==> config.mk <==
export PLATFORM = sky130hd
export DESIGN_NAME = fir_coeff_loader
export DESIGN_NICKNAME = d
export VERILOG_FILES = /design/src/rtl/fir_coeff_loader.sv
export SDC_FILE = /design/constraint.sdc
export NUM_CORES = 1
export LEC_CHECK = 0
export CAP_MARGIN = 20
export CORE_ASPECT_RATIO = 0.5
export CORE_MARGIN = 2
export CORE_UTILIZATION = 35
export CTS_CLUSTER_SIZE = 25
export DETAILED_ROUTE_END_ITERATION = 8
export MAX_ROUTING_LAYER = met4
export PLACE_DENSITY_LB_ADDON = 0.25
export SYNTH_ARGS = -nofsm -noshare
export SYNTH_HDL_FRONTEND = slang
export SYNTH_SLANG_ARGS = --single-unit
==> constraint.sdc <==
create_clock -name Clk -period 3.4 [get_ports Clk]
set_input_delay 0.51 -clock Clk [delete_from_list [all_inputs] [get_ports Clk]]
set_output_delay 0.51 -clock Clk [all_outputs]
set_load 0.05 [all_outputs]
==> src/rtl/fir_coeff_loader.sv <==
// Loads the FIR coefficient memory from a host stream, keeps a shadow copy,
// then reads every tap back and reports mismatches.
module fir_coeff_loader #(
    parameter int unsigned NUMTAPS = 32,
    parameter int unsigned DW      = 12,
    parameter int unsigned AW      = 8
) (
    input  logic          Clk,
    input  logic          Reset_n,
    input  logic          start,
    input  logic          abort,
    input  logic          coeff_valid,
    input  logic [DW-1:0] coeff_data,
    output logic          coeff_ready,
    output logic [AW-1:0] write_address,
    output logic [DW-1:0] write_value,
    output logic          load,
    output logic [AW-1:0] read_address,
    input  logic [DW-1:0] read_value,
    output logic          busy,
    output logic          done,
    output logic          error,
    output logic [AW:0]   err_count,
    output logic [AW-1:0] first_err_addr
);

    localparam int unsigned   IW       = (NUMTAPS > 1) ? $clog2(NUMTAPS) : 1;
    localparam logic [AW-1:0] LastAddr = AW'(NUMTAPS - 1);

    typedef enum logic [2:0] {StIdle, StLoad, StVerify, StFinish, StDone} state_e;

    state_e        state_q, state_d;
    logic [AW-1:0] idx_q, idx_d;
    logic [AW-1:0] wr_addr_q, wr_addr_d;
    logic [DW-1:0] wr_val_q, wr_val_d;
    logic          load_q, load_d;
    logic [AW-1:0] rd_addr_q, rd_addr_d;
    logic          issue_q, issue_d;
    logic          iss1_q, iss1_d;
    logic          iss2_q, iss2_d;
    logic [AW-1:0] a1_q, a1_d;
    logic [AW-1:0] a2_q, a2_d;
    logic [DW-1:0] rv_q, rv_d;
    logic          busy_q, busy_d;
    logic          done_q, done_d;
    logic          error_q, error_d;
    logic [AW:0]   err_cnt_q, err_cnt_d;
    logic [AW-1:0] first_err_q, first_err_d;
    logic [DW-1:0] shadow_q [NUMTAPS];

    logic beat;
    logic mismatch;

    assign coeff_ready = (state_q == StLoad);
    assign beat        = coeff_ready && coeff_valid && !abort;
    assign mismatch    = (rv_q != shadow_q[a2_q[IW-1:0]]);

    always_comb begin
        state_d     = state_q;
        idx_d       = idx_q;
        wr_addr_d   = wr_addr_q;
        wr_val_d    = wr_val_q;
        load_d      = 1'b0;
        rd_addr_d   = rd_addr_q;
        issue_d     = issue_q;
        iss1_d      = issue_q;
        a1_d        = rd_addr_q;
        rv_d        = read_value;
        iss2_d      = iss1_q;
        a2_d        = a1_q;
        busy_d      = busy_q;
        done_d      = done_q;
        error_d     = error_q;
        err_cnt_d   = err_cnt_q;
        first_err_d = first_err_q;

        if (abort && (state_q inside {StLoad, StVerify, StFinish})) begin
            state_d     = StIdle;
            busy_d      = 1'b0;
            done_d      = 1'b0;
            error_d     = 1'b0;
            err_cnt_d   = '0;
            first_err_d = '0;
            idx_d       = '0;
            issue_d     = 1'b0;
            iss1_d      = 1'b0;
            iss2_d      = 1'b0;
        end else begin
            unique case (state_q)
                StIdle, StDone: begin
                    if (start) begin
                        state_d     = StLoad;
                        busy_d      = 1'b1;
                        done_d      = 1'b0;
                        error_d     = 1'b0;
                        err_cnt_d   = '0;
                        first_err_d = '0;
                        idx_d       = '0;
                    end
                end
                StLoad: begin
                    if (beat) begin
                        wr_addr_d = idx_q;
                        wr_val_d  = coeff_data;
                        load_d    = 1'b1;
                        idx_d     = idx_q + AW'(1);
                        if (idx_q == LastAddr) begin
                            state_d   = StVerify;
                            idx_d     = '0;
                            rd_addr_d = '0;
                            issue_d   = 1'b1;
                        end
                    end
                end
                StVerify: begin
                    if (issue_q) begin
                        if (rd_addr_q == LastAddr) begin
                            issue_d = 1'b0;
                        end else begin
                            rd_addr_d = rd_addr_q + AW'(1);
                        end
                    end
                    // Stage 2 holds the FIR readback captured one edge earlier.
                    if (iss2_q) begin
                        if (mismatch) begin
                            err_cnt_d = err_cnt_q + (AW+1)'(1);
                            if (err_cnt_q == '0) begin
                                first_err_d = a2_q;
                            end
                        end
                        if (a2_q == LastAddr) begin
                            state_d = StFinish;
                        end
                    end
                end
                StFinish: begin
                    state_d = StDone;
                    busy_d  = 1'b0;
                    done_d  = 1'b1;
                    error_d = (err_cnt_q != '0);
                end
                default: state_d = StIdle;
            endcase
        end
    end

    always_ff @(posedge Clk or negedge Reset_n) begin
        if (!Reset_n) begin
            state_q     <= StIdle;
            idx_q       <= '0;
            wr_addr_q   <= '0;
            wr_val_q    <= '0;
            load_q      <= 1'b0;
            rd_addr_q   <= '0;
            issue_q     <= 1'b0;
            iss1_q      <= 1'b0;
            iss2_q      <= 1'b0;
            a1_q        <= '0;
            a2_q        <= '0;
            rv_q        <= '0;
            busy_q      <= 1'b0;
            done_q      <= 1'b0;
            error_q     <= 1'b0;
            err_cnt_q   <= '0;
            first_err_q <= '0;
        end else begin
            state_q     <= state_d;
            idx_q       <= idx_d;
            wr_addr_q   <= wr_addr_d;
            wr_val_q    <= wr_val_d;
            load_q      <= load_d;
            rd_addr_q   <= rd_addr_d;
            issue_q     <= issue_d;
            iss1_q      <= iss1_d;
            iss2_q      <= iss2_d;
            a1_q        <= a1_d;
            a2_q        <= a2_d;
            rv_q        <= rv_d;
            busy_q      <= busy_d;
            done_q      <= done_d;
            error_q     <= error_d;
            err_cnt_q   <= err_cnt_d;
            first_err_q <= first_err_d;
        end
    end

    always_ff @(posedge Clk or negedge Reset_n) begin
        if (!Reset_n) begin
            for (int i = 0; i < NUMTAPS; i++) begin
                shadow_q[i] <= '0;
            end
        end else if (beat) begin
            shadow_q[idx_q[IW-1:0]] <= coeff_data;
        end
    end

    assign write_address  = wr_addr_q;
    assign write_value    = wr_val_q;
    assign load           = load_q;
    assign read_address   = rd_addr_q;
    assign busy           = busy_q;
    assign done           = done_q;
    assign error          = error_q;
    assign err_count      = err_cnt_q;
    assign first_err_addr = first_err_q;

endmodule

### Yosys cells after proc, flatten, opt, wreduce, memory -nomap -nowiden

Cells that the tools add are included.

| word-level totals | value |
|---|---|
| register bits | 475 |
| word-level logic and storage cells | 152 |
| output and inout port bits | 50 |
| input port bits | 29 |

| operators by class | value |
|---|---|
| mux-type cells | 52 |
| equal/unequal tests | 19 |
| bitwise logic cells | 3 |
| add/sub/neg operators | 3 |
| reduce and logical (&&, ||, !) cells | 23 |
| magnitude comparators | 3 |

Operators by type and width:

| operator | count |
|---|---|
| $bwmux W384 | 1 |
| $mux W8 | 12 |
| $bmux W12 S5 | 1 |
| $demux W12 S5 | 1 |
| $pmux W8 S2 | 3 |
| $mux W12 | 3 |
| $mux W9 | 4 |
| $eq A8 B5 Y1 const B | 3 |
| $mux W3 | 6 |
| $pmux W9 S2 | 1 |
| $add A8 B1 Y8 const B | 2 |
| $mux W1 | 15 |
| $reduce_bool A3 Y1 | 5 |
| $ge A6 B6 Y1 const B | 2 |
| $ne A12 B12 Y1 | 1 |
| $ne A3 B1 Y1 const B | 4 |
| $not A5 Y6 | 2 |
| $pmux W3 S4 | 1 |
| $reduce_and A5 Y1 | 2 |
| $add A9 B1 Y9 const B | 1 |
| $logic_not A9 Y1 | 1 |
| $reduce_and A3 Y1 | 3 |
| $reduce_bool A9 Y1 | 1 |
| $pmux W1 S2 | 4 |
| 17 further kinds | 24 |

### Longest topological paths before layout

| depth | value |
|---|---|
| word-level depth | 9 |
| depth in mapped cells | 16 |
| mapped depth without buffers | 10 |

### Worst setup path after synthesis

Ideal clock, no wire load.

| timing | value |
|---|---|
| kind | reg-to-reg |
| start point | reg a2_q[0] |
| end point | reg err_cnt_q[3] (netlist: err_count[3]) |
| cell stages (with the launch flop) | 12 |
| data required time | 3252 ps |
| data arrival time | 2909 ps |
| slack | 343 ps |
| period minus slack after synthesis | 3057 ps |
| buffers on the path | 3 |
| library setup time | 148 ps |
| cells stage by stage | dfrtp_1 > buf_6 > buf_8 > mux4_2 > mux4_2 > xnor2_1 > a41oi_1 > a2111o_1 > o41ai_4 > or2_1 > buf_4 > o31ai_1 |

| between the ends | value |
|---|---|
| cells in the longest elaborated chain, start to end | 7 |

Ends and longest elaborated chain:

| element | RTL line | RTL |
|---|---|---|
| start, declared | 42 | `logic [AW-1:0] a2_q, a2_d;` |
| start signal, assigned | 159 | `a2_q <= '0;` |
| start signal, assigned | 177 | `a2_q <= a2_d;` |
| $not A5 Y6 (not written as such) | 56 | `assign mismatch = (rv_q != shadow_q[a2_q[IW-1:0]]);` |
| $bmux W12 S5 | 56 |  |
| $mux W12 (not written as such) (2 in series) | 56 |  |
| $ne A12 B12 Y1 | 56 |  |
| $ne A3 B2 Y1 (no source line) | - |  |
| $reduce_and A4 Y1 (no source line) | - |  |
| end signal, assigned | 182 | `err_cnt_q <= err_cnt_d;` |
| end, declared | 47 | `logic [AW:0] err_cnt_q, err_cnt_d;` |

No other way between the ends. The select of a mux whose other input is x is not followed.
A chain may end at the register's enable or synchronous reset.

### Worst setup path in the final report

| timing | value |
|---|---|
| start point | reg a2_q[0] |
| end point | reg first_err_q[0] (netlist: first_err_addr[0]) |

| between the ends | value |
|---|---|
| cells in the longest elaborated chain, start to end | 7 |
| elaborated cells on any way between the ends | 12 |
| those cells by class | 2 x eq/ne; 8 x mux; 1 x bitwise; 1 x reduce/logical |

Ends and longest elaborated chain:

| element | RTL line | RTL |
|---|---|---|
| $not A5 Y6 (not written as such) | 56 |  |
| $bmux W12 S5 | 56 |  |
| $mux W12 (not written as such) (2 in series) | 56 |  |
| $ne A12 B12 Y1 | 56 |  |
| $ne A3 B2 Y1 (no source line) | - |  |
| $reduce_and A5 Y1 (no source line) | - |  |
| end signal, assigned | 183 | `first_err_q <= first_err_d;` |
| end, declared | 48 | `logic [AW-1:0] first_err_q, first_err_d;` |

Several ways; a longest one is shown, not always the timed one. The select of a mux whose other input is x is not followed.

==> summary.txt <==
Clocking
  • Total CTS buffers: 46
  • Clk slew on worst S/H paths: 60 ps
  • Clock Latency Late Sink: 570 ps
  • Clk sink count: 475
  • CTS Root Cell: clkbuf_16
  • H-tree Lvls: 2
  • TritonCTS clock tree: done
  • Longest Clk Path Bufs: 3

Route
  • TritonRoute pass-1 iters: 5
  • DR vias/cell: 5.28
  • Routed wire length: 59,500 um
  • Initial DRC Count: 933
  • Vias: 13,739
  • DRC viols: 0
  • Antenna-violating nets left: 0
  • Wirelength per Cell: 22.9 um

Power
  • Sw frac: 0.261
  • Max VDD drop: 0.000328 V
  • Flop pwr share: 0.464
  • Clk network pwr share: 0.406
  • P_sw: 0.00350 W
  • Tot Pwr: 0.0134 W
  • Pint: 0.00992 W
  • Leakage power: 12.3 nW
  • PD cells: 517 nW/um^2
  • Logic pwr share: 0.130

STA
  • RSZ-0062 raised after global routing: true
  • Final Critical Period: 3560 ps
  • Slew headroom: 0.455
  • Final Hold Viols: 0
  • Max-slew violations: 0
  • Clk_skew: 18.8 ps
  • Slew @ Worst Pin: 817 ps
  • Final setup margin: -165 ps
  • Hold slack: 353 ps
  • Final Setup Violations: 17
  • Max Fclk: 0.281 GHz
  • Fin crit share: 1.05

Floorplan
  • Ports: 79
  • Initial core utilization: 0.354
  • Die height: 180 um
  • Horiz. Die Dim: 356 um
  • Core box area: 61,200 um^2
  • DIE AREA: 64,000 um^2
  • FP Rows: 64

Worst setup path
  • WP data required: 3840 ps
  • Startpoint types: flop
  • Top cell by count, worst path: buf_12
  • CP Max Fanout: 16
  • CP peak stage delay: 580 ps
  • CP Class: flop to flop
  • Critical Path End Type: flop
  • Critical path's slowest cell: dfrtp_4
  • Worst Path Arrival: 4010 ps
  • CP delay by family, top: compound AO/OA/AOI/OAI gates
  • Critical Path, Cell by Cell: buf_12 > buf_12 > mux2i_1 > o22ai_1 > nor3_1 > o21ai_0 > a211o_1 > a2111o_1 > o41ai_4 > buf_4 > buf_6 > nor3_4 > a22o_1
  • Crit path buf inv count: 4

Finish
  • Most frequent cells in the layout: 473 x dfrtp_1, 389 x mux2_2, 120 x buf_4, 116 x nand2_1, 95 x mux2i_1
  • Final Net Count: 1,774
  • Fin area: 26,000 um^2
  • Util after Layout: 0.424
  • Commonest non-fill, non-tap cell in the layout: dfrtp_1
  • N_diodes: 0
  • Syn-to-layout area delta: 19.9%
  • Fill cell count: 5,729
  • Share of layout cells above drive strength 1: 0.384
  • Layout Cells excl Fill: 2,600

Global route
  • GRT overflow: 0
  • Met1 Use GR: 0.271
  • Largest net degree at the start of global routing: 96
  • Vias in the first global route: 14,091
  • Gr usage total: 0.193
  • GR Util met2: 0.291
  • Initial antenna violation count: 1
  • Top Usage Layer GRT: met2
  • First-pass GRT wire length: 91,300 um
  • Global Route met3 Usage: 0.0326

Logic synthesis
  • Syn Nets: 1,626
  • Fraction of registers with async set/reset: 1.00
  • Post-synth EDFFs: 0
  • Netlist cell types: 67
  • Synth Instances: 1,590
  • Register area share after synthesis: 0.549
  • Mapped Avg Cell Area: 13.6 um^2
  • Cell area after synthesis: 21,700 um^2
  • Register bit count reported by yosys: 475
  • Count of yosys warnings during synthesis: 0
  • Main flop type after synthesis: dfrtp_1

Run status
  • Status: complete, but fails checks
  • Failing checks: setup timing

Place
  • Placed cells: 2,507
  • Post-DP HPWL: 39,800 um
  • IO buf count: 78
  • Placed cell area: 24,100 um^2
  • Gp weighted congestion: 0.878

Run
  • Max-cap violations: 0

Hold path
  • Worst hold path type: flop to flop
## kinds of logic after synthesis
kind of cell             after synthesis  synth area share
AO/OA/AOI/OAI                        155            0.0510
XOR/XNOR                              18           0.00728
adder cells (fa/ha/maj)                7           0.00404
buffers and inverters                143            0.0306
flip-flops                           475             0.549
multiplexers                         538             0.301
AND/OR/NAND/NOR                      254            0.0569
## power groups by stage
stage / logic [W] / clock network, W / registers [W]
final: 0.00174 / 0.00545 / 0.00623
after global routing: 0.00188 / 0.00583 / 0.00626
after CTS: 0.00175 / 0.00559 / 0.00622
after detailed placement: 0.00173 / 0 / 0.00633
after global placement: 0.00171 / 0 / 0.00633
after floorplan: 0.000750 / 0 / 0.00655
## path summary, 6_finish.rpt
check,start,endpoint,depth (start not counted),slack [ps]
worst max register to register,a2_q[0],first_err_addr[0],13,-160
worst max-delay path,a2_q[0],first_err_addr[0],13,-160
min in group asynchronous,Reset_n,err_count[1],2,530
max in group asynchronous,Reset_n,shadow_q[296],3,1870
worst min register to register,a1_q[3],a2_q[3],0,350
worst min-delay path,a1_q[3],a2_q[3],0,350
## cells in the mapped netlist, drive strengths merged (3+ instances only)
master | instances | area [um^2]
ha | 7 | 87.6
xnor2 | 8 | 70.1
o22ai | 12 | 75.1
o21ai | 35 | 175
a21oi | 13 | 65.1
and3 | 21 | 131
or2 | 3 | 18.8
a211o | 4 | 35.0
o31ai | 11 | 82.6
a22oi | 28 | 210
nor3 | 12 | 65.1
inv | 15 | 56.3
mux2i | 95 | 951
a31oi | 5 | 31.3
or3 | 7 | 43.8
mux2 | 391 | 4400
a211oi | 5 | 37.5
mux4 | 52 | 1170
nor3b | 3 | 22.5
dfrtp | 475 | 11900
o221ai | 12 | 105
clkbuf | 99 | 372
nand2b | 8 | 50.1
a22o | 10 | 87.6
buf | 27 | 226
nor4 | 4 | 25.0
and2 | 13 | 81.3
nand2 | 116 | 435
xor2 | 10 | 87.6
nand4 | 7 | 43.8
nor2 | 24 | 92.6
nand3 | 19 | 95.1
nor2b | 7 | 43.8
## through the flow
stage                     setup TNS [ps]  setup slack, ps
final                              -2140             -165
after global routing               -4440             -294
after CTS                          -1880             -152
after detailed placement           -4840             -319
after global placement             -5240             -349
after floorplan                        0              343
## state kept, by name (all words and copies together), names as in the netlist
signal,cells
first_err_addr,8
err_count,9
error,1
write_value,12
load,1
iss2_q,1
iss1_q,1
state_q,3
a2_q,8
busy,1
done,1
idx_q,8
issue_q,1
write_address,8
a1_q,8
read_address,8
rv_q,12
shadow_q,384
## final cells by class
type                            count  area, um^2  share of cell area
Inverter                           17        63.8             0.00246
Multi-Input combinational cell    972        9160               0.353
Clock buffer                       74        1420              0.0546
Clock inverter                     11         186             0.00718
Tap cell                          825        1030              0.0398
Timing Repair Buffer              226        2210              0.0852
Sequential cell                   475       11900               0.458
## worst register-to-register path: stages, from the launching register on
cell and delay [ps]:
dfrtp_4 580, buf_12 200, buf_12 180, mux2i_1 240, o22ai_1 170, nor3_1 210, o21ai_0 220, a211o_1 310
a2111o_1 380, o41ai_4 400, buf_4 210, buf_6 110, nor3_4 50, a22o_1 200
## layer usage
layer	vias up	share of wire
met5	-	0
met1	7273	0.48
li1	6109	-
met2	264	0.46
met4	0	0.024
met3	93	0.041
## timing repair
action                                 in CTS  in global routing
hold buffers                                1                  0
setup buffers                               6                  0
resized for setup                          22                  2
pin swaps                                   1                  3
cloned                                      2                  0
endpoints found under the hold margin      70                  0
setup endpoints to repair                  17                 17
No activity file was read; power rests on OpenSTA's default activity.
